==> config.mk <==
export PLATFORM = sky130hd
export DESIGN_NAME = act_writeback
export DESIGN_NICKNAME = d
export VERILOG_FILES = /design/src/rtl/act_writeback.sv
export SDC_FILE = /design/constraint.sdc
export NUM_CORES = 1
export LEC_CHECK = 0
export ABC_AREA = 1
export BUFFER_PORTS_ARGS = -buffer_cell sky130_fd_sc_hd__buf_2
export CORE_MARGIN = 2
export CORE_UTILIZATION = 50
export DETAILED_ROUTE_END_ITERATION = 12
export PLACE_DENSITY_LB_ADDON = 0.3
export SETUP_SLACK_MARGIN = 0.3
export SLEW_MARGIN = 20
export SYNTH_ARGS = -nofsm -noshare
export SYNTH_HDL_FRONTEND = slang
export SYNTH_SLANG_ARGS = --single-unit
==> constraint.sdc <==
create_clock -name clk -period 14.3 [get_ports clk]
set_clock_uncertainty 0.05 [all_clocks]
set_input_delay 2.86 -clock clk [delete_from_list [all_inputs] [get_ports clk]]
set_output_delay 2.86 -clock clk [all_outputs]
set_load 0.01 [all_outputs]
==> src/rtl/act_writeback.sv <==
// Layer write-back: captures all PE accumulator lanes in one cycle, applies optional ReLU,
// then streams lanes 0..count-1 to a memory write port at consecutive addresses.
module act_writeback #(
  parameter int unsigned N_LANES = 32,
  parameter int unsigned DATA_W  = 16,
  parameter int unsigned ADDR_W  = 10,
  parameter int unsigned CNT_W   = 6
) (
  input  logic                      clk,
  input  logic                      rst,
  input  logic                      cap_en,
  output logic                      cap_ready,
  input  logic [N_LANES*DATA_W-1:0] acc_flat,
  input  logic                      relu_en,
  input  logic [ADDR_W-1:0]         base_addr,
  input  logic [CNT_W-1:0]          lane_cnt,
  output logic                      wr_valid,
  input  logic                      wr_ready,
  output logic [ADDR_W-1:0]         wr_addr,
  output logic [DATA_W-1:0]         wr_data,
  output logic                      busy,
  output logic                      done
);

  localparam int unsigned IDX_W = (N_LANES > 1) ? $clog2(N_LANES) : 1;

  typedef enum logic [1:0] {
    S_IDLE,
    S_STREAM,
    S_DONE
  } state_t;

  state_t              state_q;
  logic [DATA_W-1:0]   lanes_q [N_LANES];
  logic [DATA_W-1:0]   cap_lanes [N_LANES];
  logic [CNT_W-1:0]    cnt_q;
  logic [CNT_W-1:0]    idx_q;
  logic [CNT_W-1:0]    idx_d;
  logic [CNT_W-1:0]    eff_cnt;
  logic                last_word;
  logic                wr_valid_q;
  logic [ADDR_W-1:0]   wr_addr_q;
  logic [DATA_W-1:0]   wr_data_q;
  logic                busy_q;
  logic                done_q;

  always_comb begin
    for (int unsigned i = 0; i < N_LANES; i++) begin
      cap_lanes[i] = (relu_en && acc_flat[i*DATA_W + DATA_W - 1]) ? '0
                                                                   : acc_flat[i*DATA_W +: DATA_W];
    end
  end

  // A zero or oversized lane count means "the whole layer".
  assign eff_cnt   = (lane_cnt == '0 || lane_cnt > CNT_W'(N_LANES)) ? CNT_W'(N_LANES) : lane_cnt;
  assign idx_d     = idx_q + CNT_W'(1);
  assign last_word = (idx_q == cnt_q - CNT_W'(1));

  always_ff @(posedge clk) begin
    if (state_q == S_IDLE && cap_en) begin
      for (int unsigned i = 0; i < N_LANES; i++) begin
        lanes_q[i] <= cap_lanes[i];
      end
    end
  end

  // Lane 0 is presented straight from the capture path so the first word is valid
  // in the cycle after capture; later words come from the stored lanes.
  always_ff @(posedge clk) begin
    if (rst) begin
      state_q    <= S_IDLE;
      idx_q      <= '0;
      cnt_q      <= '0;
      wr_valid_q <= 1'b0;
      wr_addr_q  <= '0;
      wr_data_q  <= '0;
      busy_q     <= 1'b0;
      done_q     <= 1'b0;
    end else begin
      done_q <= 1'b0;
      unique case (state_q)
        S_IDLE: begin
          if (cap_en) begin
            state_q    <= S_STREAM;
            idx_q      <= '0;
            cnt_q      <= eff_cnt;
            wr_valid_q <= 1'b1;
            wr_addr_q  <= base_addr;
            wr_data_q  <= cap_lanes[0];
            busy_q     <= 1'b1;
          end
        end
        S_STREAM: begin
          if (wr_ready) begin
            if (last_word) begin
              state_q    <= S_DONE;
              wr_valid_q <= 1'b0;
              done_q     <= 1'b1;
            end else begin
              idx_q     <= idx_d;
              wr_addr_q <= wr_addr_q + ADDR_W'(1);
              wr_data_q <= lanes_q[idx_d[IDX_W-1:0]];
            end
          end
        end
        S_DONE: begin
          state_q <= S_IDLE;
          busy_q  <= 1'b0;
        end
        default: state_q <= S_IDLE;
      endcase
    end
  end

  assign cap_ready = ~busy_q;
  assign wr_valid  = wr_valid_q;
  assign wr_addr   = wr_addr_q;
  assign wr_data   = wr_data_q;
  assign busy      = busy_q;
  assign done      = done_q;

endmodule

# After elaboration in Yosys (flattened, before gate mapping)
# Memories as Yosys holds them, arrays and structs flattened.
# Index checks and enable logic that the tools add are counted.
[classes]
addsub = 3
magnitude_cmp = 1
n_eq_ne = 7
n_mux = 57
n_bitwise = 3
n_reduce_logical = 44
[ops]
columns = ["cell", "n"]
rows = [
  ["two-way mux 16 bit", 35],
  ["logical AND 1 bit", 33],
  ["case mux 16 bit (2 select lines)", 1],
  ["two-way mux 10 bit", 3],
  ["two-way mux 6 bit", 4],
  ["case mux 10 bit (2 select lines)", 1],
  ["case mux 6 bit (2 select lines)", 1],
  ["adder 10 x 1 -> 10 bit, second input constant", 1],
  ["!= test 2 bit, second input constant", 4],
  ["AND reduction 4 bit", 2],
  ["adder 6 x 1 -> 6 bit, second input constant", 1],
  ["equality test 6 bit", 1],
  ["> comparator 6 bit, second input constant", 1],
  ["zero test 6 bit", 1],
  ["two-way mux 1 bit", 6],
  ["two-way mux 2 bit", 3],
  ["subtractor 6 x 1 -> 6 bit, second input constant", 1],
  ["case mux 1 bit (2 select lines)", 2],
  ["case mux 2 bit (2 select lines)", 1],
  ["AND reduction 2 bit", 2],
  ["nonzero test 2 bit", 2],
  ["inverter 1 bit", 3],
  ["AND reduction 3 bit", 1],
  ["OR reduction 3 bit", 1],
  ["4 further kinds", 4],
]
[word_totals]
register_bits = 43
ram_bits = 512
input_bits = 533
output_inout_bits = 30
elab_cells = 124
memories = 1
[memory_table]
columns = ["memory", "words", "word_bits", "read_ports", "rd_clocked_by_memory_dff", "wr", "line_no", "rtl"]
rows = [
  ["lanes_q", 32, 16, 1, 0, 32, "34", "logic [DATA_W-1:0] lanes_q [N_LANES];"],
]

# Depth between registers and ports, before layout
[depth]
depth_word = 5
mapped_depth = 15

# Least setup slack after synthesis
# No wires, ideal clock.
[synth_timing]
path_kind = "input -> register"
start = "input port cap_en"
end = "register wr_valid_q (netlist: wr_valid)"
setup_time_ps = 58
arrival_time_ps = 13947
required_time_ps = 14192
slack_ps = 245
path_stages = 5
path_buffers = 0
cell_sequence = "nand2_1 -> inv_1 -> or2_2 -> nand3_1 -> inv_1"
[synth_via]
elab_chain_cells = 2
[synth_rtl]
columns = ["element", "line_no", "rtl"]
rows = [
  ["from (decl)", "11", "input logic cap_en,"],
  ["!= test 2 bit (no line)", "--", ""],
  ["AND reduction 4 bit (no line)", "--", ""],
  ["to (signal assigned)", "74", "wr_valid_q <= 1'b0;"],
  ["to (signal assigned)", "87", "wr_valid_q <= 1'b1;"],
  ["to (signal assigned)", "97", "wr_valid_q <= 1'b0;"],
  ["to (decl)", "41", "logic wr_valid_q;"],
]
# Every way passes these cells.
# A chain may end at the register's enable or synchronous reset.

==> flow_metrics.env <==
export IMPL_outcome="complete, no violations"
export IMPL_synthTopCellsByCount="nand2_1 (908), inv_1 (689), nor2_1 (614), edfxtp_1 (512), nand3_1 (358)"
export IMPL_synth_cells=3374
export IMPL_grt_pass1_vias=22100
export IMPL_core_area_mm2=0.0549
export IMPL_grt_antenna_before_repair=4
export IMPL_grt_pass1_wl_um=123000
export IMPL_netlist_area_mm2=0.0277
export IMPL_port_buffers=562
export IMPL_synth_top_area_cell="edfxtp_1"
export IMPL_critPathArrivalTime_ns=6.09
export IMPL_cts_resized=0
export IMPL_ios=563
export IMPL_cts_setup_buffers=0
export IMPL_wirelength_um=82400
export IMPL_final_max_slew_viol_count=0
export IMPL_grtUsageMet1=0.367
export IMPL_grtUsageMet2=0.486
export IMPL_cts_tree="built"
export IMPL_dieArea_mm2=0.0572
export IMPL_gp_congestion=0.885
export IMPL_seq_area_frac_synth=0.587
export IMPL_layout_nets=4392
export IMPL_first_iter_violations=2261
export IMPL_wl_per_cell_um=17.9
export IMPL_route_vias_total=23100
export IMPL_worst_hold_slack_ns=0.434
export IMPL_worstSetupPathType="input pin to register"
export IMPL_dp_hpwl_um=57000
export IMPL_ys_seq_elements=555
export IMPL_final_hold_violation_count=0
export IMPL_grt_start_max_net_pins=112
export IMPL_htree_levels=2
export IMPL_pwr_share_clk=0.369
export IMPL_drive_above_1_share=0.174
export IMPL_die_x_um=239
export IMPL_grt_usage=0.284
export IMPL_clk_insertion_delay_late_ns=0.61
export IMPL_root_buffer="clkbuf_16"
export IMPL_setup_viol=0
export IMPL_ir_worst_vdd_mv=0.0973
export IMPL_ys_types=28
export IMPL_synth_top_area_frac=0.556
export IMPL_use_met3=0.0360
export IMPL_syn_to_final_growth_pct=18.0
export IMPL_rsz0062_at_grt="false"
export IMPL_synth_edf_count=512
export IMPL_fin_setup_tns_ns=0
export IMPL_hold_path_class="register to register"
export IMPL_cts_clk_slew_worst_paths_ns=0.06
export IMPL_ant_nets=0
export IMPL_synth_area_top_cells="edfxtp_1 (56%), nand2_1 (12%), inv_1 (9.3%)"
export IMPL_timing_fmax_mhz=169
export IMPL_critPathMaxFanout=97
export IMPL_yosysWarnings=0
export IMPL_syn_area_per_cell_um2=8.20
export IMPL_overflow=0
export IMPL_grt_busiest_layer="met2"
export IMPL_required_ns=14.47
export IMPL_placementRows=86
export IMPL_numCtsBuffers=57
export IMPL_hold_buffers=0
export IMPL_power_frac_seq=0.492
export IMPL_cts_path_max_buffers=3
export IMPL_swShare=0.258
export IMPL_synth_top_flop_cell="edfxtp_1"
export IMPL_max_cap_violations=0
export IMPL_post_route_min_period_ns=5.93
export IMPL_powerDensity_mw_per_mm2=122
export IMPL_cts_sinks=555
export IMPL_tightest_slew_ns=1.13
export IMPL_combPwrFrac=0.139
export IMPL_timing_slew_headroom=0.244
export IMPL_p_switching_mw=1.02
export IMPL_drc=0
export IMPL_die_y_um=239
export IMPL_synthesis_nets=3910
export IMPL_finalCritPeriodShare=0.415
export IMPL_cp_end_kind="register"
export IMPL_via_per_inst=5.01
export IMPL_cp_start_kind="input pin"
export IMPL_first_pass_iters=6
export IMPL_yosysMostFrequentCell="nand2_1"
export IMPL_leakage_nw=16.5
export IMPL_power_internal_mw=2.95
export IMPL_async_flop_share=0
export IMPL_start_util=0.504
[per-stage QoR]
stage	setup slack (ns)	std cells	instance area (um^2)	util	power (mW)
5_1_grt	8.22	4606	32600	0.595	4.12
4_1_cts	8.17	4602	32600	0.594	3.98
3_3_place_gp	7.59	4499	30800	0.561	2.53
6_report	8.37	4608	32600	0.595	3.98
3_5_place_dp	7.54	4499	30800	0.561	2.54
2_1_floorplan	2.89	3374	27700	-	2.35
[worst max-delay path, cell delays in order]
cell and delay (ns):
buf_2 0.09, nand2_1 0.25, clkinvlp_4 0.21, buf_4 0.82
buf_4 0.94, buf_6 0.77
[path summary, 6_finish.rpt]
| path | from | to | slack, ns | cells past startpoint |
|---|---|---|---|---|
| max | cap_en | lanes_q[31][3]$_SDFFCE_PP0P_ | 8.37 | 6 |
| min | idx_q[3]$_SDFFE_PP0P_ | idx_q[3]$_SDFFE_PP0P_ | 0.43 | 2 |
| max reg2reg | state_q[0]$_SDFFE_PP0P_ | lanes_q[31][3]$_SDFFCE_PP0P_ | 10.27 | 6 |
| min reg2reg | idx_q[3]$_SDFFE_PP0P_ | idx_q[3]$_SDFFE_PP0P_ | 0.43 | 2 |
[cell usage in the layout, fill, tap and decap left out, types with 2 or more instances in the layout]
| cell | Yosys | layout |
|---|---|---|
| inv_6 | 0 | 3 |
| clkinv_2 | 0 | 7 |
| ha_1 | 3 | 2 |
| xnor2_1 | 5 | 5 |
| nand3_1 | 358 | 358 |
| nand2_1 | 908 | 908 |
| a21oi_1 | 24 | 24 |
| buf_4 | 27 | 20 |
| clkbuf_8 | 0 | 3 |
| edfxtp_1 | 512 | 512 |
| clkbuf_16 | 0 | 60 |
| buf_2 | 59 | 562 |
| dfxtp_1 | 43 | 42 |
| a211oi_1 | 2 | 2 |
| nor2_1 | 614 | 613 |
| clkbuf_1 | 31 | 17 |
| diode_2 | 0 | 4 |
| nor2_2 | 2 | 2 |
| nand4_1 | 7 | 7 |
| or2_2 | 4 | 4 |
| o21ai_0 | 31 | 31 |
| inv_1 | 689 | 686 |
| clkinv_1 | 0 | 9 |
| bufinv_16 | 0 | 4 |
| mux2i_1 | 2 | 2 |
[per-layer routing]
layer | share of wire | up-vias
met1 | 0.39 | 10600
met5 | 0 | -
met2 | 0.49 | 1055
met3 | 0.078 | 170
li1 | - | 11300
met4 | 0.041 | 0
[state kept, by name (all words and copies together) (netlist names)]
signal / flops
wr_valid: 1
idx_q: 6
wr_addr: 10
lanes_q: 512
wr_data: 16
state_q: 2
done: 1
cnt_q: 6
busy: 1
[kinds of logic after synthesis]
family	after synthesis	share of synthesized area
XOR/XNOR	6	0.00190
buffers and inverters	852	0.122
multiplexers	2	0.000723
flip-flops	555	0.587
AND/OR/NAND/NOR	1897	0.276
AO/OA/AOI/OAI	59	0.0111
adder cells (fa/ha/maj)	3	0.00136
[power by group through the flow]
stage	sequential (mW)	combinational, mW	clock, mW
global placement	1.99	0.540	0
global route	1.97	0.617	1.54
floorplan	2.01	0.332	0
finish	1.96	0.553	1.47
CTS	1.96	0.550	1.47
detailed placement	1.99	0.546	0
[final cells by class]
cell class	count	area, um^2
Sequential cell	555	16200
Timing Repair Buffer	585	3020
Tap cell	704	881
Multi-Input combinational cell	1967	8070
Clock inverter	23	215
Antenna cell	4	10.0
Fill cell	4927	22200
Inverter	690	2600
Clock buffer	80	1610
Note: power is estimated with default switching activity, not from simulation.
